===== config.mk =====
export PLATFORM = sky130hd
export DESIGN_NAME = ex_mem_reg
export DESIGN_NICKNAME = d
export VERILOG_FILES = /design/src/rtl/ex_mem_reg_pkg.sv /design/src/rtl/ex_mem_reg_skid.sv /design/src/rtl/ex_mem_reg.sv
export SDC_FILE = /design/constraint.sdc
export NUM_CORES = 1
export LEC_CHECK = 0
export BUFFER_PORTS_ARGS = -buffer_cell sky130_fd_sc_hd__buf_2
export CELL_PAD_IN_SITES_DETAIL_PLACEMENT = 0
export CELL_PAD_IN_SITES_GLOBAL_PLACEMENT = 2
export CORE_ASPECT_RATIO = 0.5
export CORE_UTILIZATION = 23
export DETAILED_ROUTE_END_ITERATION = 7
export HOLD_SLACK_MARGIN = 0.12
export PLACE_DENSITY_LB_ADDON = 0.1
export SLEW_MARGIN = 20
export SYNTH_ARGS = -nofsm -noshare
export SYNTH_HDL_FRONTEND = slang
export SYNTH_SLANG_ARGS = --single-unit
export TNS_END_PERCENT = 30

===== constraint.sdc =====
create_clock -name clock -period 1.6 [get_ports clock]
set_input_delay 0.08 -clock clock [delete_from_list [all_inputs] [get_ports clock]]
set_output_delay 0.08 -clock clock [all_outputs]
set_load 0.03 [all_outputs]

===== src/rtl/ex_mem_reg_pkg.sv =====
// Shared types for the EX/MEM pipeline register: the stage payload carried
// between EX and MEM, the byte-select codes and the payload reset value.
package ex_mem_reg_pkg;

   // Data fields are sized here; the register's DATA_W must not exceed this
   localparam int PAYLOAD_DATA_W = 32;

   typedef enum logic [1:0] {
      SEL_BYTE = 2'd0,
      SEL_HALF = 2'd1,
      SEL_WORD = 2'd2
   } byteSel_e;

   typedef struct packed {
      logic [PAYLOAD_DATA_W-1:0] aluResult;
      logic [PAYLOAD_DATA_W-1:0] wMemData;
      logic                      weMem;
      logic                      wRegDataSrc;
      byteSel_e                  wrMemByteSel;
      logic                      memReadDataExt;
      logic                      weReg;
      logic [4:0]                wRegAddr;
   } exMemPayload_t;

   localparam exMemPayload_t PAYLOAD_RESET = '0;

endpackage


===== src/rtl/ex_mem_reg_skid.sv =====
// One-entry skid slot: a valid bit plus one stage payload, used to absorb the
// instruction accepted while the MEM side is stalled.
module pipe_skid_slot
   import ex_mem_reg_pkg::*;
(
   input  logic          clock,
   input  logic          reset,
   input  logic          clear,
   input  logic          load,
   input  logic          unload,
   input  exMemPayload_t dataIn,
   output logic          valid,
   output exMemPayload_t dataOut
);

   // Clear wins over load so a flushed cycle never leaves a live entry behind
   always_ff @(posedge clock) begin
      if (reset) begin
         valid   <= 1'b0;
         dataOut <= PAYLOAD_RESET;
      end else begin
         if (clear)
            valid <= 1'b0;
         else if (load)
            valid <= 1'b1;
         else if (unload)
            valid <= 1'b0;
         if (load)
            dataOut <= dataIn;
      end
   end

endmodule


===== src/rtl/ex_mem_reg.sv =====
// EX/MEM pipeline register with valid/ready handshake, flush and a saturating
// back-pressure counter. Define EX_MEM_SKID_EN to add a one-entry skid buffer.
module ex_mem_reg
   import ex_mem_reg_pkg::*;
#(
   parameter int DATA_W = 32,
   parameter int CNT_W  = 16
) (
   input  logic              clock,
   input  logic              reset,
   input  logic              io_flush,
   input  logic              io_valid_EX,
   output logic              io_ready_EX,
   input  logic [DATA_W-1:0] io_aluResult_EX,
   input  logic [DATA_W-1:0] io_wMemData_EX,
   input  logic              io_weMEM_ctrl_EX,
   input  logic              io_wRegDataSrc_ctrl_EX,
   input  logic [1:0]        io_wrMemByteSelScr_ctrl_EX,
   input  logic              io_memReadDataExt_ctrl_EX,
   input  logic              io_weReg_ctrl_EX,
   input  logic [4:0]        io_wRegAddr_EX,
   output logic              io_valid_MEM,
   input  logic              io_ready_MEM,
   output logic [DATA_W-1:0] io_aluResult_MEM,
   output logic [DATA_W-1:0] io_wMemData_MEM,
   output logic              io_weMEM_ctrl_uMEM_MEM,
   output logic              io_wRegDataSrc_ctrl_uMEM_MEM,
   output logic [1:0]        io_wrMemByteSelScr_ctrl_uMEM_MEM,
   output logic              io_memReadDataExt_ctrl_uMEM_MEM,
   output logic              io_weReg_ctrl_MEM,
   output logic [4:0]        io_wRegAddr_MEM,
   output logic [CNT_W-1:0]  io_stallCnt
);

   exMemPayload_t inEntry;
   exMemPayload_t outEntry;
   logic          validMem;
   logic          upXfer;
   logic [CNT_W-1:0] stallCnt;

   always_comb begin
      inEntry                = PAYLOAD_RESET;
      inEntry.aluResult      = PAYLOAD_DATA_W'(io_aluResult_EX);
      inEntry.wMemData       = PAYLOAD_DATA_W'(io_wMemData_EX);
      inEntry.weMem          = io_weMEM_ctrl_EX;
      inEntry.wRegDataSrc    = io_wRegDataSrc_ctrl_EX;
      inEntry.wrMemByteSel   = byteSel_e'(io_wrMemByteSelScr_ctrl_EX);
      inEntry.memReadDataExt = io_memReadDataExt_ctrl_EX;
      inEntry.weReg          = io_weReg_ctrl_EX;
      inEntry.wRegAddr       = io_wRegAddr_EX;
   end

   assign upXfer = io_valid_EX & io_ready_EX;

`ifdef EX_MEM_SKID_EN
   logic          skidValid;
   exMemPayload_t skidEntry;
   logic          outFree;

   // Ready depends only on the skid register, never on io_ready_MEM
   assign io_ready_EX = ~skidValid;
   assign outFree     = ~validMem | io_ready_MEM;

   pipe_skid_slot uSkid (
      .clock   (clock),
      .reset   (reset),
      .clear   (io_flush),
      .load    (upXfer & ~outFree),
      .unload  (outFree),
      .dataIn  (inEntry),
      .valid   (skidValid),
      .dataOut (skidEntry)
   );

   // A freed output slot takes the older skid entry before any new arrival
   always_ff @(posedge clock) begin
      if (reset) begin
         validMem <= 1'b0;
         outEntry <= PAYLOAD_RESET;
      end else if (io_flush) begin
         validMem <= 1'b0;
      end else if (outFree) begin
         if (skidValid) begin
            validMem <= 1'b1;
            outEntry <= skidEntry;
         end else if (upXfer) begin
            validMem <= 1'b1;
            outEntry <= inEntry;
         end else begin
            validMem <= 1'b0;
         end
      end
   end
`else
   assign io_ready_EX = ~validMem | io_ready_MEM;

   // Flush drops both the held entry and any same-cycle arrival
   always_ff @(posedge clock) begin
      if (reset) begin
         validMem <= 1'b0;
         outEntry <= PAYLOAD_RESET;
      end else if (io_flush) begin
         validMem <= 1'b0;
      end else if (upXfer) begin
         validMem <= 1'b1;
         outEntry <= inEntry;
      end else if (io_ready_MEM) begin
         validMem <= 1'b0;
      end
   end
`endif

   // Counts stalled cycles and sticks at all-ones; flush leaves it alone
   always_ff @(posedge clock) begin
      if (reset)
         stallCnt <= '0;
      else if (validMem && !io_ready_MEM && stallCnt != '1)
         stallCnt <= stallCnt + CNT_W'(1);
   end

   assign io_valid_MEM                     = validMem;
   assign io_aluResult_MEM                 = outEntry.aluResult[DATA_W-1:0];
   assign io_wMemData_MEM                  = outEntry.wMemData[DATA_W-1:0];
   assign io_weMEM_ctrl_uMEM_MEM           = outEntry.weMem & validMem;
   assign io_wRegDataSrc_ctrl_uMEM_MEM     = outEntry.wRegDataSrc;
   assign io_wrMemByteSelScr_ctrl_uMEM_MEM = outEntry.wrMemByteSel;
   assign io_memReadDataExt_ctrl_uMEM_MEM  = outEntry.memReadDataExt;
   assign io_weReg_ctrl_MEM                = outEntry.weReg & validMem;
   assign io_wRegAddr_MEM                  = outEntry.wRegAddr;
   assign io_stallCnt                      = stallCnt;

endmodule


=== Word-level counts from Yosys, hierarchy flattened ===
Index checks and enable logic that the tools add are counted.

* Bits in registers: 92
* Input bits: 80
* Output and inout port bits: 93

* $add $sub $neg: 1
* Eq/ne operators: 1
* Mux-type cells: 2
* Bitwise operators: 6
* Reduce and logical (&&, ||, !) cells: 6

{| class="wikitable"
|+ Operators with widths
! kind !! number
|-
| 16-bit by 1-bit adder with 16-bit output, second input constant || 1
|-
| 16-bit inequality test, second input constant || 1
|-
| 1-bit AND || 3
|-
| 1-bit logical AND || 2
|-
| 1-bit two-way mux || 2
|-
| 1-bit inverter || 2
|-
| 2-bit AND reduction || 1
|-
| 2-bit nonzero test || 1
|-
| 2-bit OR reduction || 1
|-
| 1-bit logical NOT || 1
|-
| 1-bit OR || 1
|}

=== Logic depth before layout (Yosys ltp) ===
* Depth after elaboration: 4
* Mapped depth: 7
* Gate-level depth less buffers: 5

=== Worst setup path after synthesis ===
Ideal clock, no wire load.

* Path kind: register to register
* Start: register stallCnt[0], in the netlist io_stallCnt[0]
* End: register stallCnt[10], in the netlist io_stallCnt[10]
* Setup time: 70 ps
* Data arrival time: 1912 ps
* Required time: 1530 ps
* Path slack: -382 ps
* Stages on the path, launching flop included: 6
* Period minus slack after synthesis: 1982 ps
* Cells stage by stage: dfxtp_1 -> ha_1 -> nand3b_1 -> or3_4 -> or4_1 -> a21oi_1

* Cells in the longest elaborated chain, start to end: 2

{| class="wikitable"
|+ RTL lines
! item !! line !! source
|-
| from (decl) || ex_mem_reg.sv:39 || <nowiki>logic [CNT_W-1:0] stallCnt;</nowiki>
|-
| from (signal assigned) || ex_mem_reg.sv:118 || <nowiki>stallCnt <= stallCnt + CNT_W'(1);</nowiki>
|-
| branches (longest 2 deep; another with 16-bit by 1-bit adder with 16-bit output) || - ||
|}

Parallel ways; which one is timed is not known.
A chain may end at the register's enable or synchronous reset.

=== Worst setup path after layout ===
Same ends and word-level chain as after synthesis.

==> flow_summary_export.csv <==
group,metric,value,unit
global_route,antenna_found_initial,0,
job,cap_viol_max_count,0,
worst_setup_path,crit_required,1880,ps
logic_synthesis,synth_common_cells,"nand2_1 (157), dfxtp_1 (92), a21oi_1 (85)",
power_and_ir_drop,switchingPower,1.42,mW
logic_synthesis,synth_simple_gate_area_share,0.223,
worst_setup_path,end_kind,"flip-flop",
global_route,grt_use_met3,0.0535,
layout,areaGrowthSynthToFinish,53.6,%
logic_synthesis,yosys-mux-area-fraction,0.00823,
layout,stdcell_count,934,
global_route,grtUsageMet1,0.166,
route,drcViolationCount,0,
floorplan,die_y,94.7,µm
place,dp.cells,837,
cts,cts_root_buf,"clkbuf_16",
worst_hold_path,min_from,"io_valid_EX",
layout,drive_gt1_frac,0.354,
worst_setup_path,r2r_start,"io_stallCnt[0]$_SDFFE_PP0P_",
logic_synthesis,ys_ff_latch,92,
logic_synthesis,syn_inst,500,
power_and_ir_drop,seq_power_share,0.445,
place,hpwl,7950,µm
worst_setup_path,crit_chain,"ha_4 -> nand3b_1 -> or3_4 -> or4_4 -> a21oi_2",
power_and_ir_drop,cellPowerDensity,893,nW/µm²
timing,finalHoldViolCount,0,
logic_synthesis,yosysTopAreaCellShare,0.466,
power_and_ir_drop,p_sw_frac,0.261,
logic_synthesis,synth.distinct_cells,32,
logic_synthesis,yosysSeqAreaShare,0.466,
logic_synthesis,synth_top_family_by_area,"simple AND/OR/NAND/NOR gates",
timing,setup-violations-final,1,
route,vias,3833,
timing,tightest_slew,327,ps
global_route,grt_pass1_wl,18800,µm
status,violations,"setup timing",
worst_setup_path,path_class,"reg2reg",
timing,fmax,0.616,GHz
place,dpl_cell_area,4920,µm²
route,routed_wl,11800,µm
worst_hold_path,hold_path_class,"in2reg",
timing,final.setup.worst_slack,-23.1,ps
cts,cts_made_buffers,9,
layout,multi_input_area,1540,µm²
worst_setup_path,r2r-end,"io_stallCnt[10]$_SDFFE_PP0P_",
logic_synthesis,synth_fa_ha_area_frac,0.00317,
global_route,met2_usage,0.227,
worst_setup_path,cp-start-kind,"flip-flop",
floorplan,coreArea,16600,µm²
layout,nNetsFinal,783,
layout,layout.area.seq,1870,µm²
worst_setup_path,rrSetupSlack,-20,ps
global_route,grt.busiest_layer,"met2",
logic_synthesis,synthesis.area,3950,µm²
worst_setup_path,cp_slowest_stage_delay,430,ps
place,place_congestion,0.706,
worst_hold_path,min_delay_worst_endpoint,"io_aluResult_MEM[5]$_SDFFE_PP0P_",
floorplan,initial_core_util,0.238,
timing,clock_skew,8.60,ps
cts,ctsHtreeMaxLevel,3,
worst_setup_path,worstPathMaxFanout,4,
global_route,grt_start_max_net_pins,57,
cts,clkLatencyLatePin,350,ps
timing,rsz0062_at_grt,"true",
route,drtIter0Drc,73,
layout,fillers,1813,
route,viasPerCell,4.10,
route,dr.pass1.iters,4,
floorplan,num_io_pins,173,
timing,whs,292,ps
power_and_ir_drop,p_clk_frac,0.403,
cts,cts_tree,"yes",
timing,period_minus_slack,1620,ps
floorplan,row_count,33,
worst_hold_path,hold_depth,5,
floorplan,die_x,187,µm
timing,drv_slew,0,
logic_synthesis,synth-compound-area-share,0.135,
logic_synthesis,synth_nets,581,
power_and_ir_drop,ir_worst_vdd,0.470,mV
route,postRouteAntennaNets,0,
worst_setup_path,cp_data_arrival_time,1900,ps
power_and_ir_drop,p_leak,2.66,nW
logic_synthesis,synth_warnings,0,
logic_synthesis,synth_top_cell_by_area,"dfxtp_1",
logic_synthesis,synth_area_per_cell,7.90,µm²
power_and_ir_drop,p_int,4.01,mW
power_and_ir_drop,power,5.42,mW
layout,final_util,0.366,
logic_synthesis,synth-xor-area-share,0,
layout,fin_area,6070,µm²
status,status,"complete, but fails checks",
logic_synthesis,synth_edf_count,0,
cts,path_clk_slew,70,ps
logic_synthesis,ys.flop_type,"dfxtp_1",
place,io_buffers,172,
global_route,grt_usage,0.137,
layout,diodes,0,
timing,timing.slew.headroom,0.781,
cts,clock_path_buffers,2,
logic_synthesis,synthTopCellsByArea,"dfxtp_1 (47%), nand2_1 (15%), buf_4 (13%)",
logic_synthesis,async_reset_ff_frac,0,
global_route,gr-total-overflow,0,
global_route,grt_pass1_vias,3734,
worst_setup_path,worstRegToRegCells,5,
timing,min_period_over_period,1.01,
worst_setup_path,cp_slowest_cell,"or4_4",
logic_synthesis,yosysMostFrequentCell,"nand2_1",
floorplan,dieArea,17700,µm²
power_and_ir_drop,combPwrFrac,0.153,
route,wl_per_cell,12.6,µm
cts,cts.sinks,92,
-- power by group through the flow --
stage	Clock [mW]	Sequential, mW	Combinational [mW]
after floorplan	0	2.47	0.474
after global routing	2.37	2.42	0.906
after detailed placement	0	2.46	0.687
final	2.18	2.41	0.829
after CTS	2.29	2.41	0.838
after global placement	0	2.46	0.686
-- flip-flops by register name (all words and copies together), names as in the netlist --
name                              cells
io_aluResult_MEM                     32
io_memReadDataExt_ctrl_uMEM_MEM       1
io_stallCnt                          16
io_valid_MEM                          1
io_wMemData_MEM                      32
io_wRegAddr_MEM                       5
io_wRegDataSrc_ctrl_uMEM_MEM          1
io_wrMemByteSelScr_ctrl_uMEM_MEM      2
outEntry                              2
-- critical path: cells and delay by family (launching register included) --
kind | cells | cell delay (ps)
compound gates | 1 | 140
fa+ha+maj | 1 | 140
flops | 1 | 360
simple gates | 3 | 910
-- worst max path at each step --
stage                              endpoint  cells past startpoint  slack (ps)                   startpoint
3_3_place_gp   io_stallCnt[10]$_SDFFE_PP0P_                      5         -40  io_stallCnt[1]$_SDFFE_PP0P_
3_5_place_dp   io_stallCnt[10]$_SDFFE_PP0P_                      5         -60  io_stallCnt[1]$_SDFFE_PP0P_
5_1_grt        io_stallCnt[10]$_SDFFE_PP0P_                      5         -80  io_stallCnt[1]$_SDFFE_PP0P_
4_1_cts        io_stallCnt[10]$_SDFFE_PP0P_                      5         -40  io_stallCnt[0]$_SDFFE_PP0P_
2_1_floorplan  io_stallCnt[10]$_SDFFE_PP0P_                      5        -120  io_stallCnt[1]$_SDFFE_PP0P_
6_report       io_stallCnt[10]$_SDFFE_PP0P_                      5         -20  io_stallCnt[0]$_SDFFE_PP0P_
-- cell families (layout without fill, tap and decap cells) --
family          Yosys count  in the layout
simple gates            203            203
compound gates          101            101
buf+inv                 100            307
flops                    92             92
mux                       3              3
fa+ha+maj                 1              1
-- cells in the final DEF, fill, tap and decap left out, types with 2 or more instances in the layout --
cell	netlist	final
buf_2	7	171
nand2_1	157	157
a21oi_1	85	84
dfxtp_1	92	83
dlygate4sd3_1	0	79
buf_4	71	26
buf_12	0	11
clkbuf_16	0	9
nor3_1	9	6
dfxtp_4	0	6
nor2_1	5	5
nand4_1	4	4
or3_1	4	4
o21ai_0	5	4
nand3b_1	3	3
nor3_2	0	3
nor2b_1	4	3
nand3_1	3	3
a31oi_1	3	3
dfxtp_2	0	3
and2_1	2	2
inv_1	3	2
a311oi_1	2	2
o31ai_1	3	2
or4_1	3	2
mux2_2	2	2
clkbuf_1	19	2
clkinv_2	0	2
-- per-layer routing --
layer | up-vias | routed length [µm]
li1 | 1990 | -
met1 | 1732 | 5580
met2 | 102 | 5290
met3 | 9 | 781
met4 | 0 | 113
met5 | - | 0
-- layout make-up --
| type | instances | share of cell area |
|---|---|---|
| clock inverters | 4 | 0.00804 |
| clock buffers | 12 | 0.0406 |
| multi-input cells | 308 | 0.254 |
| well taps | 227 | 0.0468 |
| flip-flops and latches | 92 | 0.308 |
| repair buffers | 288 | 0.342 |
| inverters | 3 | 0.00185 |
-- stage by stage --
step                      setup TNS, ps  worst slack [ps]
after floorplan                    -997              -119
after global placement            -40.0             -40.0
after detailed placement          -59.6             -59.6
after CTS                         -35.5             -35.5
after global routing              -99.9             -82.6
final                             -23.1             -23.1
-- what timing repair did --
item / 4_1_cts / 5_1_grt
pin swaps: 6 / 5
buffers inserted: 2 / 2
hold buffers: 79 / 0
endpoints found under the hold margin: 78 / 0
resized for setup: 2 / 9
setup endpoints to repair: 1 / 69
(Power assumes the default switching activity.)
